**config.mk**
```make
export PLATFORM = sky130hd
export DESIGN_NAME = rs_wakeup_array_flat
export DESIGN_NICKNAME = d
export VERILOG_FILES = /design/src/rtl/rs_wakeup_array_if.sv /design/src/rtl/rs_wakeup_array.sv /design/src/flat_wrapper.sv
export SDC_FILE = /design/constraint.sdc
export NUM_CORES = 1
export LEC_CHECK = 0
export BUFFER_PORTS_ARGS = -buffer_cell sky130_fd_sc_hd__buf_2
export CAP_MARGIN = 20
export CELL_PAD_IN_SITES_DETAIL_PLACEMENT = 1
export CELL_PAD_IN_SITES_GLOBAL_PLACEMENT = 1
export CORE_UTILIZATION = 43
export CTS_BUF_LIST = sky130_fd_sc_hd__clkbuf_4
export DETAILED_ROUTE_END_ITERATION = 10
export PLACE_DENSITY = 0.8
export SETUP_SLACK_MARGIN = 0.3
export SYNTH_ARGS = -nofsm -noshare
export SYNTH_HDL_FRONTEND = slang
export SYNTH_SLANG_ARGS = --single-unit
```
**constraint.sdc**
```tcl
create_clock -name clk -period 4.8 [get_ports clk]
set_input_delay 0.48 -clock clk [delete_from_list [all_inputs] [get_ports clk]]
set_output_delay 0.48 -clock clk [all_outputs]
set_load 0.02 [all_outputs]
```
**src/rtl/rs_wakeup_array_if.sv**
```systemverilog
// Dispatch-to-wakeup interface of one reservation-station wakeup array.
// Bundles dispatch allocation, select request/grant, wakeup broadcast in/out
// and flush.
//   master : dispatch / select / wakeup-network side (drives dispatch, grant,
//            incoming broadcasts, flush)
//   slave  : the wakeup array (drives entry status, req, its own broadcast)
// Locations are {fu_idx, col_idx}, DPW bits wide. Pipe p's broadcast sits at
// wakeup_loc_in[p*DPW +: DPW].
interface rs_wakeup_array_if #(
  parameter int RS_ENTRIES    = 8,
  parameter int COL_IDX_WIDTH = 3,
  parameter int FU_IDX_WIDTH  = 2,
  parameter int NUM_FUS       = 4,
  parameter int LAT_WIDTH     = 4
);
  localparam int DPW = FU_IDX_WIDTH + COL_IDX_WIDTH;

  logic                     dispatch_valid;
  logic [LAT_WIDTH-1:0]     latency_in;
  logic                     src1_dp_en;
  logic [DPW-1:0]           src1_dp_loc;
  logic                     src2_dp_en;
  logic [DPW-1:0]           src2_dp_loc;
  logic                     entry_free;
  logic [COL_IDX_WIDTH-1:0] entry_index;
  logic [RS_ENTRIES-1:0]    req;
  logic [RS_ENTRIES-1:0]    grant;
  logic [NUM_FUS-1:0]       wakeup_valid_in;
  logic [NUM_FUS*DPW-1:0]   wakeup_loc_in;
  logic                     wakeup_valid_out;
  logic [DPW-1:0]           wakeup_loc_out;
  logic                     flush;

  modport master (
    output dispatch_valid, latency_in, src1_dp_en, src1_dp_loc,
           src2_dp_en, src2_dp_loc, grant, wakeup_valid_in, wakeup_loc_in, flush,
    input  entry_free, entry_index, req, wakeup_valid_out, wakeup_loc_out
  );

  modport slave (
    input  dispatch_valid, latency_in, src1_dp_en, src1_dp_loc,
           src2_dp_en, src2_dp_loc, grant, wakeup_valid_in, wakeup_loc_in, flush,
    output entry_free, entry_index, req, wakeup_valid_out, wakeup_loc_out
  );
endinterface

```
**src/rtl/rs_wakeup_array.sv**
```systemverilog
// Reservation-station wakeup array for one execution pipe.
// Allocates the lowest free entry on dispatch, tracks up to two producer
// dependencies per entry by RS location, requests select when both sources
// are ready, counts down the op latency after grant, then broadcasts
// {FU_ID, entry} and frees the entry.
// Ports:
//   clk    clock
//   rst    asynchronous reset, active-high
//   rs_if  dispatch/select/wakeup bundle (slave side), see rs_wakeup_array_if
//
// Per-entry state table
//   state     | meaning
//   ST_FREE   | unallocated, may be handed to dispatch
//   ST_WAIT   | allocated, waiting on pending sources and/or select grant
//   ST_ISSUED | granted, cnt counting down; cnt==0 means expired, broadcast
module rs_wakeup_array #(
  parameter int RS_ENTRIES    = 8,
  parameter int COL_IDX_WIDTH = 3,
  parameter int FU_IDX_WIDTH  = 2,
  parameter int NUM_FUS       = 4,
  parameter int FU_ID         = 0,
  parameter int LAT_WIDTH     = 4
) (
  input  logic              clk,
  input  logic              rst,
  rs_wakeup_array_if.slave  rs_if
);
  localparam int DPW = FU_IDX_WIDTH + COL_IDX_WIDTH;
  localparam logic [FU_IDX_WIDTH-1:0] FU_ID_L = FU_IDX_WIDTH'(FU_ID);

  typedef enum logic [1:0] {
    ST_FREE   = 2'd0,
    ST_WAIT   = 2'd1,
    ST_ISSUED = 2'd2
  } ent_state_e;

  ent_state_e            state_q [RS_ENTRIES];
  ent_state_e            state_d [RS_ENTRIES];
  logic [RS_ENTRIES-1:0] pend1_q, pend1_d;
  logic [RS_ENTRIES-1:0] pend2_q, pend2_d;
  logic [DPW-1:0]        loc1_q  [RS_ENTRIES];
  logic [DPW-1:0]        loc1_d  [RS_ENTRIES];
  logic [DPW-1:0]        loc2_q  [RS_ENTRIES];
  logic [DPW-1:0]        loc2_d  [RS_ENTRIES];
  logic [LAT_WIDTH-1:0]  cnt_q   [RS_ENTRIES];
  logic [LAT_WIDTH-1:0]  cnt_d   [RS_ENTRIES];

  logic [RS_ENTRIES-1:0]    free_vec;
  logic [RS_ENTRIES-1:0]    expired_vec;
  logic [RS_ENTRIES-1:0]    req_vec;
  logic [COL_IDX_WIDTH-1:0] free_idx;
  logic [COL_IDX_WIDTH-1:0] exp_idx;
  logic                     any_free;
  logic                     any_expired;
  logic                     src1_hit;
  logic                     src2_hit;

  // True when any valid broadcast this cycle names location x.
  function automatic logic loc_match(input logic [DPW-1:0]         x,
                                     input logic [NUM_FUS-1:0]     v,
                                     input logic [NUM_FUS*DPW-1:0] locs);
    logic hit;
    hit = 1'b0;
    for (int p = 0; p < NUM_FUS; p++) begin
      if (v[p] && (locs[p*DPW +: DPW] == x)) hit = 1'b1;
    end
    return hit;
  endfunction

  // Status derived from registered state only.
  always_comb begin
    free_vec    = '0;
    expired_vec = '0;
    req_vec     = '0;
    for (int i = 0; i < RS_ENTRIES; i++) begin
      free_vec[i]    = (state_q[i] == ST_FREE);
      expired_vec[i] = (state_q[i] == ST_ISSUED) && (cnt_q[i] == '0);
      req_vec[i]     = (state_q[i] == ST_WAIT) && !pend1_q[i] && !pend2_q[i];
    end
  end

  // Lowest-index priority encoders; descending scan so the lowest set bit wins.
  always_comb begin
    free_idx = '0;
    exp_idx  = '0;
    for (int i = RS_ENTRIES - 1; i >= 0; i--) begin
      if (free_vec[i])    free_idx = COL_IDX_WIDTH'(i);
      if (expired_vec[i]) exp_idx  = COL_IDX_WIDTH'(i);
    end
  end

  assign any_free    = |free_vec;
  assign any_expired = |expired_vec;

  // A source woken in the same cycle it is dispatched never becomes pending.
  assign src1_hit = loc_match(rs_if.src1_dp_loc, rs_if.wakeup_valid_in, rs_if.wakeup_loc_in);
  assign src2_hit = loc_match(rs_if.src2_dp_loc, rs_if.wakeup_valid_in, rs_if.wakeup_loc_in);

  always_comb begin
    pend1_d = pend1_q;
    pend2_d = pend2_q;
    for (int i = 0; i < RS_ENTRIES; i++) begin
      state_d[i] = state_q[i];
      loc1_d[i]  = loc1_q[i];
      loc2_d[i]  = loc2_q[i];
      cnt_d[i]   = cnt_q[i];
    end

    for (int i = 0; i < RS_ENTRIES; i++) begin
      unique case (state_q[i])
        ST_FREE: begin
          if (rs_if.dispatch_valid && any_free && (free_idx == COL_IDX_WIDTH'(i))) begin
            state_d[i] = ST_WAIT;
            pend1_d[i] = rs_if.src1_dp_en && !src1_hit;
            pend2_d[i] = rs_if.src2_dp_en && !src2_hit;
            loc1_d[i]  = rs_if.src1_dp_loc;
            loc2_d[i]  = rs_if.src2_dp_loc;
            cnt_d[i]   = rs_if.latency_in;
          end
        end
        ST_WAIT: begin
          if (pend1_q[i] && loc_match(loc1_q[i], rs_if.wakeup_valid_in, rs_if.wakeup_loc_in))
            pend1_d[i] = 1'b0;
          if (pend2_q[i] && loc_match(loc2_q[i], rs_if.wakeup_valid_in, rs_if.wakeup_loc_in))
            pend2_d[i] = 1'b0;
          // Grant bits on entries not requesting are ignored.
          if (req_vec[i] && rs_if.grant[i]) state_d[i] = ST_ISSUED;
        end
        ST_ISSUED: begin
          if (cnt_q[i] != '0) begin
            cnt_d[i] = cnt_q[i] - LAT_WIDTH'(1);
          end else if (exp_idx == COL_IDX_WIDTH'(i)) begin
            // Only the broadcasting entry frees; other expired ones hold at 0.
            state_d[i] = ST_FREE;
          end
        end
        default: state_d[i] = ST_FREE;
      endcase

      if (rs_if.flush) begin
        state_d[i] = ST_FREE;
        pend1_d[i] = 1'b0;
        pend2_d[i] = 1'b0;
        loc1_d[i]  = '0;
        loc2_d[i]  = '0;
        cnt_d[i]   = '0;
      end
    end
  end

  always_ff @(posedge clk or posedge rst) begin
    if (rst) begin
      pend1_q <= '0;
      pend2_q <= '0;
      for (int i = 0; i < RS_ENTRIES; i++) begin
        state_q[i] <= ST_FREE;
        loc1_q[i]  <= '0;
        loc2_q[i]  <= '0;
        cnt_q[i]   <= '0;
      end
    end else begin
      pend1_q <= pend1_d;
      pend2_q <= pend2_d;
      for (int i = 0; i < RS_ENTRIES; i++) begin
        state_q[i] <= state_d[i];
        loc1_q[i]  <= loc1_d[i];
        loc2_q[i]  <= loc2_d[i];
        cnt_q[i]   <= cnt_d[i];
      end
    end
  end

  assign rs_if.entry_free       = any_free;
  assign rs_if.entry_index      = free_idx;
  assign rs_if.req              = req_vec;
  assign rs_if.wakeup_valid_out = any_expired;
  assign rs_if.wakeup_loc_out   = any_expired ? {FU_ID_L, exp_idx} : '0;

endmodule

```
**src/flat_wrapper.sv**
```systemverilog
// flat-port wrapper written by rule: the top's interface ports become plain ports
module rs_wakeup_array_flat 
#(
  parameter int RS_ENTRIES    = 8,
  parameter int COL_IDX_WIDTH = 3,
  parameter int FU_IDX_WIDTH  = 2,
  parameter int NUM_FUS       = 4,
  parameter int FU_ID         = 0,
  parameter int LAT_WIDTH     = 4
)
  (clk, rst, rs_if_dispatch_valid, rs_if_latency_in, rs_if_src1_dp_en, rs_if_src1_dp_loc, rs_if_src2_dp_en, rs_if_src2_dp_loc, rs_if_grant, rs_if_wakeup_valid_in, rs_if_wakeup_loc_in, rs_if_flush, rs_if_entry_free, rs_if_entry_index, rs_if_req, rs_if_wakeup_valid_out, rs_if_wakeup_loc_out);
  rs_wakeup_array_if #(.RS_ENTRIES(RS_ENTRIES), .COL_IDX_WIDTH(COL_IDX_WIDTH), .FU_IDX_WIDTH(FU_IDX_WIDTH), .NUM_FUS(NUM_FUS), .LAT_WIDTH(LAT_WIDTH)) rs_if_i ();
  input  logic clk;
  input  logic rst;
  input wire logic [$bits(rs_if_i.dispatch_valid)-1:0] rs_if_dispatch_valid;
  input wire logic [$bits(rs_if_i.latency_in)-1:0] rs_if_latency_in;
  input wire logic [$bits(rs_if_i.src1_dp_en)-1:0] rs_if_src1_dp_en;
  input wire logic [$bits(rs_if_i.src1_dp_loc)-1:0] rs_if_src1_dp_loc;
  input wire logic [$bits(rs_if_i.src2_dp_en)-1:0] rs_if_src2_dp_en;
  input wire logic [$bits(rs_if_i.src2_dp_loc)-1:0] rs_if_src2_dp_loc;
  input wire logic [$bits(rs_if_i.grant)-1:0] rs_if_grant;
  input wire logic [$bits(rs_if_i.wakeup_valid_in)-1:0] rs_if_wakeup_valid_in;
  input wire logic [$bits(rs_if_i.wakeup_loc_in)-1:0] rs_if_wakeup_loc_in;
  input wire logic [$bits(rs_if_i.flush)-1:0] rs_if_flush;
  output wire logic [$bits(rs_if_i.entry_free)-1:0] rs_if_entry_free;
  output wire logic [$bits(rs_if_i.entry_index)-1:0] rs_if_entry_index;
  output wire logic [$bits(rs_if_i.req)-1:0] rs_if_req;
  output wire logic [$bits(rs_if_i.wakeup_valid_out)-1:0] rs_if_wakeup_valid_out;
  output wire logic [$bits(rs_if_i.wakeup_loc_out)-1:0] rs_if_wakeup_loc_out;
  assign rs_if_i.dispatch_valid = rs_if_dispatch_valid;
  assign rs_if_i.latency_in = rs_if_latency_in;
  assign rs_if_i.src1_dp_en = rs_if_src1_dp_en;
  assign rs_if_i.src1_dp_loc = rs_if_src1_dp_loc;
  assign rs_if_i.src2_dp_en = rs_if_src2_dp_en;
  assign rs_if_i.src2_dp_loc = rs_if_src2_dp_loc;
  assign rs_if_i.grant = rs_if_grant;
  assign rs_if_i.wakeup_valid_in = rs_if_wakeup_valid_in;
  assign rs_if_i.wakeup_loc_in = rs_if_wakeup_loc_in;
  assign rs_if_i.flush = rs_if_flush;
  assign rs_if_entry_free = rs_if_i.entry_free;
  assign rs_if_entry_index = rs_if_i.entry_index;
  assign rs_if_req = rs_if_i.req;
  assign rs_if_wakeup_valid_out = rs_if_i.wakeup_valid_out;
  assign rs_if_wakeup_loc_out = rs_if_i.wakeup_loc_out;
  rs_wakeup_array #(.RS_ENTRIES(RS_ENTRIES), .COL_IDX_WIDTH(COL_IDX_WIDTH), .FU_IDX_WIDTH(FU_IDX_WIDTH), .NUM_FUS(NUM_FUS), .FU_ID(FU_ID), .LAT_WIDTH(LAT_WIDTH)) u_core (.clk(clk), .rst(rst), .rs_if(rs_if_i));
endmodule
```
### Word level (Yosys, flattened, before mapping)

Index checks and enable logic that the tools add are counted.

| storage, ports and cells | value |
|---|---|
| bits in registers | 144 |
| bits of input ports | 52 |
| output and inout bits | 18 |
| logic and storage cells | 760 |

| cells by class | value |
|---|---|
| add/subtract/negate cells | 8 |
| equality and inequality tests | 158 |
| mux-type cells | 297 |
| reduce and logical (&&, ||, !) cells | 249 |

Operator list:

| cell | count |
|---|---|
| $eq A5 B5 Y1 | 72 |
| $mux W5 | 48 |
| $ne A3 B3 Y1 const B | 56 |
| $mux W1 | 136 |
| $logic_and A1 B1 Y1 | 131 |
| $mux W4 | 24 |
| $mux W2 | 40 |
| $reduce_and A3 Y1 | 24 |
| $pmux W4 S2 | 8 |
| $mux W3 | 17 |
| $pmux W2 S3 | 8 |
| $reduce_bool A3 Y1 | 16 |
| $logic_not A4 Y1 | 8 |
| $pmux W1 S2 | 16 |
| $reduce_and A4 Y1 | 8 |
| $reduce_bool A2 Y1 | 16 |
| $reduce_bool A4 Y1 | 8 |
| $sub A4 B1 Y4 const B | 8 |
| $eq A3 B3 Y1 const B | 8 |
| $logic_not A1 Y1 | 18 |
| $eq A2 B1 Y1 const B | 8 |
| $eq A2 B2 Y1 const B | 8 |
| $logic_not A2 Y1 | 8 |
| $reduce_and A2 Y1 | 8 |
| other kinds (4) | 10 |

### Depth between registers and ports, before layout

Gate-level depths: netlist (run 1).

| depth | value |
|---|---|
| depth after elaboration | 15 |
| mapped depth | 8 |
| gate-level depth less buffers | 8 |

### Least setup slack after synthesis (run 1)

Ideal clock, no wire load.

| path | value |
|---|---|
| path type | register -> output |
| start point | register u_core.cnt_q[0] (netlist bit) |
| end point | output port rs_if_wakeup_loc_out[0] |
| arrival | 1847 ps |
| data required time | 4320 ps |
| slack | 2473 ps |
| cell stages (with the launch flop) | 8 |
| buffers on the path | 0 |
| cells stage by stage | dfrtp_1 inv_1 ha_1 nor3b_1 o211ai_1 a21oi_1 o21ai_1 a21oi_1 |

| between the ends | value |
|---|---|
| cells in the longest elaborated chain, start to end | 11 |
| elaborated cells on any way between the ends | 12 |
| those cells by class | 9 x mux; 3 x reduce/logical |

Ends and longest elaborated chain:

| element | RTL line | source |
|---|---|---|
| start: declaration | rs_wakeup_array.sv:45 | `logic [LAT_WIDTH-1:0] cnt_q [RS_ENTRIES];` |
| start signal: indexed assignment | rs_wakeup_array.sv:168 | `cnt_q[i] <= cnt_d[i];` |
| $logic_not A4 Y1 (*) | rs_wakeup_array.sv:77 | `expired_vec[i] = (state_q[i] == ST_ISSUED) && (cnt_q[i] == '0);` |
| $logic_and A1 B1 Y1 (*) | rs_wakeup_array.sv:77 |  |
| $mux W3 (8 in a row) | rs_wakeup_array.sv:88 | `if (expired_vec[i]) exp_idx = COL_IDX_WIDTH'(i);` |
| $mux W3 (*) | rs_wakeup_array.sv:177 | `assign rs_if.wakeup_loc_out = any_expired ? {FU_ID_L, exp_idx} : '0;` |
| end: declaration | flat_wrapper.sv:29 | `output wire logic [$bits(rs_if_i.wakeup_loc_out)-1:0] rs_if_wakeup_loc_out;` |

Mark *: on every way between the ends. The rest lies on a longest branch, timed or not.

### Final worst setup path (run 1)

Ends and elaborated chain as after synthesis.

==> reports/qor.yml, run 1 <==
timing:
  max_freq_ghz: 0.276
  min_period_ns: 3.63
  finalMaxSlewViolations: 0
  worst-slew-pin-transition_ns: 1.02
  layout_setup_ws_ns: 1.17
  hold_viol_final: 0
  grt_setup_unrepaired: "no"
  fin_setup_tns_ns: 0
  finalSetupViolCount: 0
  fin_crit_sh: 0.755
  skew_ns: 0.0270
  slew_headroom: 0.319
critical_path:
  r2r_cells: 6
  crit_required_ns: 4.32
  path_cells: "inv_1, ha_1, nor3b_1, o211ai_1, a21oi_1, o21ai_1, a21oi_1, buf_2"
  path_class: "reg -> out"
  cp_num_cells: 8
  reg2reg_setup_slack_ns: 1.97
  arrival_ns: 3.15
  crit_top_cell: "a21oi_1"
  critPathMaxFanout: 5
  critPathSlowestCell: "nor3b_1"
  reg2reg_from: "u_core.state_q[5]"
  crit_start: "u_core.cnt_q[0]"
  crit_buf_inv: 2
  cp-start-kind: "flop"
  critPathCaptureType: "primary output"
  cp_top_family: "compound AO/OA/AOI/OAI gates"
  r2r_end: "u_core.pend2_q[7]"
  max_stage_delay_ns: 0.64
drt:
  vias_per_cell: 6.04
  drt_wl_total_um: 41700
  routedWlPerCell_um: 23.6
  firstDrtPassIters: 7
  dr.first_iter.drc_count: 856
  vias: 10700
  ant_nets: 0
  drc_errors: 0
clock_tree:
  htreeDepth: 4
  cts_tree: "done"
  ctsResizeCount: 0
  cts.path.max_buffers: 2
  cts_buffers: 17
  cts_sinks: 144
  insertion_delay_ns: 0.62
  clockRootBuffer: "clkbuf_4"
  clkTransAtPathRegs_ns: 0.16
  post_cts_buffers: 0
global_routing:
  grt_pass1_wl_um: 64700
  grt_max_degree: 109
  antenna_found_initial: 1
  grt_pass1_vias: 11200
  grtUsageTotal: 0.295
  overflow: 0
pwr:
  power_leakage_nw: 5.62
  p_switching_mw: 1.00
  irDropWorstVdd_uv: 219
  p_per_area_nw_per_um2: 221
  p_int_mw: 1.77
  p_seq_frac: 0.474
  clkPwrFrac: 0.306
  swShare: 0.362
  pwr-share-comb: 0.220
layout:
  drive_above_1_share: 0.0894
  synthToLayoutAreaGrowth_pct: 3.18
  filler_cell_count: 3330
  fin_nets: 1434
min_path:
  hold_path_end: "u_core.state_q[6]"
  hp-start: "rs_if_grant[4]"
  hold_depth: 2
  hold_path_class: "in -> reg"
floorplan:
  fp.dieW_um: 170
  start_util: 0.437
  die_area_sq_um: 29000
  coreArea_sq_um: 27900
  die-height_um: 170
  ios: 70
  num_rows: 61
synth:
  ys_seq_elements: 144
  ys.flop_type: "dfrtp_1"
  synth_cells: 1468
  synth-edff-count: 0
  netlist.area_leader.share: 0.296
  ys_async_sr_fraction: 1.00
  synth_top_area_cell: "dfrtp_1"
  ys_seq_area_frac: 0.296
  synthTopCellsByArea: "dfrtp_1 30%, xor2_1 21%, mux2i_1 5.3%"
  synth_cell_type_count: 71
  avgSynthCellArea_sq_um: 8.30
  synthesis.area_sq_um: 12200
  yosys_warnings: 0
outcome:
  status: "completed"
placed_design:
  pre_cts_ws_ns: 1.88
  io_buffers: 67
  hpwl_um: 26800
  gp_congestion: 0.854
run:
  drv_cap: 0
## cell families (layout without fill, tap and decap cells)
family / Yosys count / in the layout / synth area share
AOI/OAI and AO/OA: 198 / 198 / 0.106
xor gates and xnor gates: 360 / 360 / 0.259
adders and majority gates: 8 / 8 / 0.00822
buffers and inverters: 214 / 132 / 0.0764
DFF: 144 / 144 / 0.296
muxes: 64 / 64 / 0.0526
other: 1 / 3 / 0.000308
and+or+nand+nor: 479 / 479 / 0.202
## cell type report
class                   instances  area (sq um)  area share
clock buffers                  17           128      0.0102
well taps                     378           473      0.0376
repair buffers                 75           440      0.0351
diodes                          1          2.50    0.000199
clock inverters                15           161      0.0128
multi-input cells            1111          7660       0.609
inverters                      25          98.8     0.00787
flip-flops and latches        144          3600       0.287
## worst max path at each step
stage | to | slack, ns
floorplan | u_core.cnt_q[0] | 0.45
global placement | u_core.pend1_q[3] | 1.93
detailed placement | u_core.pend2_q[2] | 1.88
CTS | rs_if_wakeup_loc_out[0] | 1.20
global route | rs_if_wakeup_loc_out[0] | 0.99
finish | rs_if_wakeup_loc_out[0] | 1.17
## registers in the layout, indices dropped and copies added, names as in the netlist
| register | count |
|---|---|
| u_core.pend1_q | 8 |
| u_core.loc2_q | 40 |
| u_core.pend2_q | 8 |
| u_core.loc1_q | 40 |
| u_core.cnt_q | 32 |
| u_core.state_q | 16 |
## what timing repair did
item	4_1_cts	5_1_grt
hold buffers	0	1
setup endpoints to repair	0	0
hold endpoints to repair	0	14
## layer usage
| metal | vias to the layer above | routed length [um] | track usage | share of wire |
|---|---|---|---|---|
| li1 | 4735 | - | - | - |
| met1 | 5402 | 18100 | 0.389 | 0.43 |
| met2 | 434 | 19500 | 0.481 | 0.47 |
| met3 | 103 | 2910 | 0.0509 | 0.070 |
| met4 | 0 | 1220 | 0.113 | 0.029 |
| met5 | - | 0 | 0 | 0 |
## power groups by stage
| stage | Sequential, mW | Combinational [mW] | Clock, mW |
|---|---|---|---|
| global route | 1.32 | 0.658 | 0.914 |
| CTS | 1.31 | 0.599 | 0.863 |
| finish | 1.31 | 0.609 | 0.850 |
| floorplan | 1.30 | 0.460 | 0 |
| global placement | 1.33 | 0.572 | 0 |
| detailed placement | 1.34 | 0.596 | 0 |
## cell usage in the layout, fill, tap and decap left out, types with 33 or more instances in the layout
cell type  instances
xor2_1           288
dfrtp_1          144
nor2_1           137
nor4_1            72
xnor2_1           72
nand2_1           66
buf_2             66
nand3_1           65
mux2i_1           64
a21oi_1           55
nor3_1            41
o21ai_0           33
## cell usage after synthesis (all sizes together) (3+ instances only)
master	n
xor2	288
dfrtp	144
nor2	139
clkbuf	102
buf	87
nor4	75
xnor2	72
nand2	67
nand3	65
mux2i	64
a21oi	56
o21ai	54
nor3	43
nand2b	25
inv	24
a311oi	15
nor2b	14
a31oi	12
nand4	11
o31ai	9
ha	8
nor3b	8
a22oi	7
or2	7
and3	6
o211ai	5
a21o	4
and2	4
o21bai	4
o22ai	4
or3	4
a211oi	3
nand3b	3
o311ai	3
## through the flow
| step | util | cell area [sq um] | std cells | hold slack (ns) | power, mW |
|---|---|---|---|---|---|
| after floorplan | - | 12200 | 1469 | 0.469 | 1.76 |
| after global placement | 0.438 | 12200 | 1729 | 0.498 | 1.91 |
| after detailed placement | 0.439 | 12200 | 1730 | 0.502 | 1.93 |
| after CTS | 0.449 | 12500 | 1762 | 0.0484 | 2.78 |
| after global routing | 0.451 | 12600 | 1766 | 0.0516 | 2.89 |
| final | 0.451 | 12600 | 1766 | 0.0823 | 2.77 |
(Power assumes the default switching activity.)
==> inputs of run 2 (changes only) <==
Settings changed: ABC_AREA from default to 1, CORE_UTILIZATION 43 to 41, PLACE_DENSITY 0.8 to 0.84.
Clock period 4.8 ns to 3.3 ns, I/O delays scaled along.
==> reports/qor.yml, run 2 <==
critical_path:
  reg2reg_setup_slack_ns: 0.80  # -1.17 ns
  critPathCaptureType: "primary output"
  crit_buf_inv: 4  # +2
  crit_top_cell: "nand2_1"
  crit_required_ns: 2.97  # -1.35 ns
  r2r_cells: 10  # +4
  critPathMaxFanout: 4  # -1
  critPathSlowestCell: "dfrtp_1"
  path_class: "reg -> out"
  cp_top_family: "simple AND/OR/NAND/NOR gates"
  path_cells: "inv_1, ha_1, nand3_1, nor2_2, inv_1, nand2_1, nand2_1, nand2_1, nand2_1, nand2_1, inv_1, buf_2"
  cp-start-kind: "flop"
  r2r_end: "u_core.cnt_q[23]"
  reg2reg_from: "u_core.state_q[15]"
  arrival_ns: 2.46  # -0.69 ns
  max_stage_delay_ns: 0.42  # -0.22 ns
min_path:
  hold_path_end: "u_core.state_q[14]"
  hp-start: "rs_if_grant[0]"
  hold_path_class: "in -> reg"
  hold_depth: 4  # +2
timing:
  finalMaxSlewViolations: 0  # unchanged
  hold_viol_final: 0  # unchanged
  min_period_ns: 2.79
  finalSetupViolCount: 0  # unchanged
  worst-slew-pin-transition_ns: 0.970  # -0.0490 ns
  max_freq_ghz: 0.358
  slew_headroom: 0.351  # +0.0323
  grt_setup_unrepaired: "no"
  fin_crit_sh: 0.846
  skew_ns: 0.0323  # +0.00527 ns
  fin_setup_tns_ns: 0  # unchanged
pwr:
  power_mw: 7.97  # +190%
  p_per_area_nw_per_um2: 613  # +180%
  power_leakage_nw: 6.10  # +8.6%
  irDropWorstVdd_uv: 270  # +23%
floorplan:
  ios: 70  # unchanged
  die-height_um: 173  # +1.3%
  coreArea_sq_um: 28600  # +2.8%
  num_rows: 62  # +1.6%
  start_util: 0.416  # -0.0207
  fp.dieW_um: 173  # +1.3%
  die_area_sq_um: 29800  # +2.6%
drt:
  met1_length_um: 21800  # +21%
  dr.first_iter.drc_count: 1621  # +89%
  met2_length_um: 23800  # +22%
  firstDrtPassIters: 11  # +4
  vias_per_cell: 6.28  # +3.9%
  ant_nets: 0  # unchanged
  drc_errors: 1  # +1
  drt_wl_total_um: 55500  # +33%
  routedWlPerCell_um: 23.9  # +1.4%
  wl_met3_um: 6190  # +110%
  vias: 14600  # +36%
  routed.top_layer: "met4"
clock_tree:
  insertion_delay_ns: 0.64  # +0.02 ns
  clkTransAtPathRegs_ns: 0.16  # about the same
  cts.path.max_buffers: 2  # unchanged
  post_cts_buffers: 0  # unchanged
  cts_buffers: 17  # unchanged
  cts_sinks: 144  # unchanged
  cts_tree: "done"
  clockRootBuffer: "clkbuf_4"
  htreeDepth: 4  # unchanged
run:
  drv_cap: 0  # unchanged
synth:
  synth_commonest_cells: "420 x nand2_1, 215 x nor2_1, 204 x inv_1"
  synth_cell_type_count: 42  # -41%
  netlist.area_leader.share: 0.302  # +0.00640
  synth-edff-count: 0  # unchanged
  synthTopCellsByArea: "dfrtp_1 30%, nand2_1 13%, o22ai_1 9.4%"
  ys_async_sr_fraction: 1.00  # unchanged
  ys.flop_type: "dfrtp_1"
  ys_seq_area_frac: 0.302  # +0.00640
  synth_top_area_cell: "dfrtp_1"
  synthesis.area_sq_um: 11900  # -2.1%
  avgSynthCellArea_sq_um: 6.34  # -24%
  synth_cells: 1879  # +28%
  yosys_warnings: 0  # unchanged
  yosys.cell_count.top_type: "nand2_1"
  ys_seq_elements: 144  # unchanged
outcome:
  violations: "design-rule violations"
  status: "finished, violations left"
placed_design:
  io_buffers: 67  # unchanged
  gp_congestion: 1.03  # +20%
  dp.cells: 2284  # +32%
  hpwl_um: 38100  # +42%
global_routing:
  antenna_found_initial: 1  # unchanged
  grt_max_degree: 145  # +33%
  grt_pass1_wl_um: 85800  # +32%
  grtUsageTotal: 0.374  # +0.0791
  grt_pass1_vias: 14800  # +32%
  overflow: 0  # unchanged
layout:
  final_cell_mix: "420 x nand2_1, 213 x nor2_1, 203 x inv_1"
  synthToLayoutAreaGrowth_pct: 9.05
  layoutNonFillerInstCount: 2321  # +31%
  drive_above_1_share: 0.102  # +0.0129
  reg_top3: "u_core.loc1_q x40, u_core.loc2_q x40, u_core.cnt_q x32"
  fin_nets: 1983  # +38%
  layout.cells.most_common: "nand2_1"
  final_core_util: 0.454  # +0.00308
## run 2: cell count changes after synthesis, moves of 62 or more
cell | before | now
xor2_1 | 288 | 43
inv_1 | 24 | 204
nand2_1 | 66 | 420
mux2i_1 | 64 | 1
o21ai_0 | 33 | 144
nor4_1 | 72 | 6
o22ai_1 | 3 | 180
nor2_1 | 137 | 215
a21oi_1 | 55 | 132
clkbuf_1 | 89 | 27
## run 2: final cells by class
type,count,area [sq um]
diodes,1,2.50
clock buffers,19,143
clock inverters,13,129
fillers,3879,15600
inverters,217,818
multi-input cells,1423,7070
flip-flops and latches,144,3600
well taps,384,480
repair buffers,120,756
## run 2: power breakdown
group | switching (mW) | internal [mW]
registers | 0.525 | 2.24
clock network | 0.809 | 0.407
logic | 2.74 | 1.24
## run 2: worst max-delay path by stage
stage	endpoint	startpoint	cells past startpoint
3_3_place_gp	u_core.pend2_q[5]	rs_if_wakeup_loc_in[14]	11
4_1_cts	rs_if_wakeup_loc_out[0]	u_core.cnt_q[16]	11
6_report	rs_if_wakeup_loc_out[0]	u_core.cnt_q[12]	12
5_1_grt	rs_if_wakeup_loc_out[0]	u_core.cnt_q[12]	12
2_1_floorplan	u_core.cnt_q[0]	rst	1
3_5_place_dp	u_core.pend1_q[6]	rs_if_wakeup_loc_in[9]	11
## run 2: metrics by stage
stage | hold slack, ns | setup slack (ns) | area, sq um
after floorplan | 0.457 | 1.16 | 11900
after global routing | 0.0378 | 0.335 | 13000
final | 0.0180 | 0.510 | 13000
after global placement | 0.475 | 0.831 | 12700
after detailed placement | 0.489 | 0.746 | 12700
after CTS | 0.00427 | 0.378 | 13000
## run 2: kinds of logic (layout without fill, tap and decap cells)
group                      count (synthesis)  after routing  share of synthesized area
muxes                                      1              1                   0.000840
AOI/OAI and AO/OA                        535            535                      0.253
other                                      1              3                   0.000315
DFF                                      144            144                      0.302
buffers and inverters                    313            369                      0.106
and+or+nand+nor                          820            820                      0.287
xor gates and xnor gates                  57             57                     0.0419
adders and majority gates                  8              8                    0.00840
## run 2: worst min-delay path, cell delays in order
cell and delay (ns):
buf_2 0.08, nand2_1 0.05, nand2_1 0.08, o21ai_0 0.09
## run 2: routing by layer
metal,global-route usage,vias to the layer above
met3,0.0849,281
met4,0.219,0
met5,0,-
li1,-,6428
met2,0.568,882
met1,0.487,6979
## run 2: what timing repair did
item	4_1_cts	5_1_grt
resized for setup	0	4
endpoints found under the hold margin	81	0
endpoints found under the setup margin	0	3
hold buffers	4	0
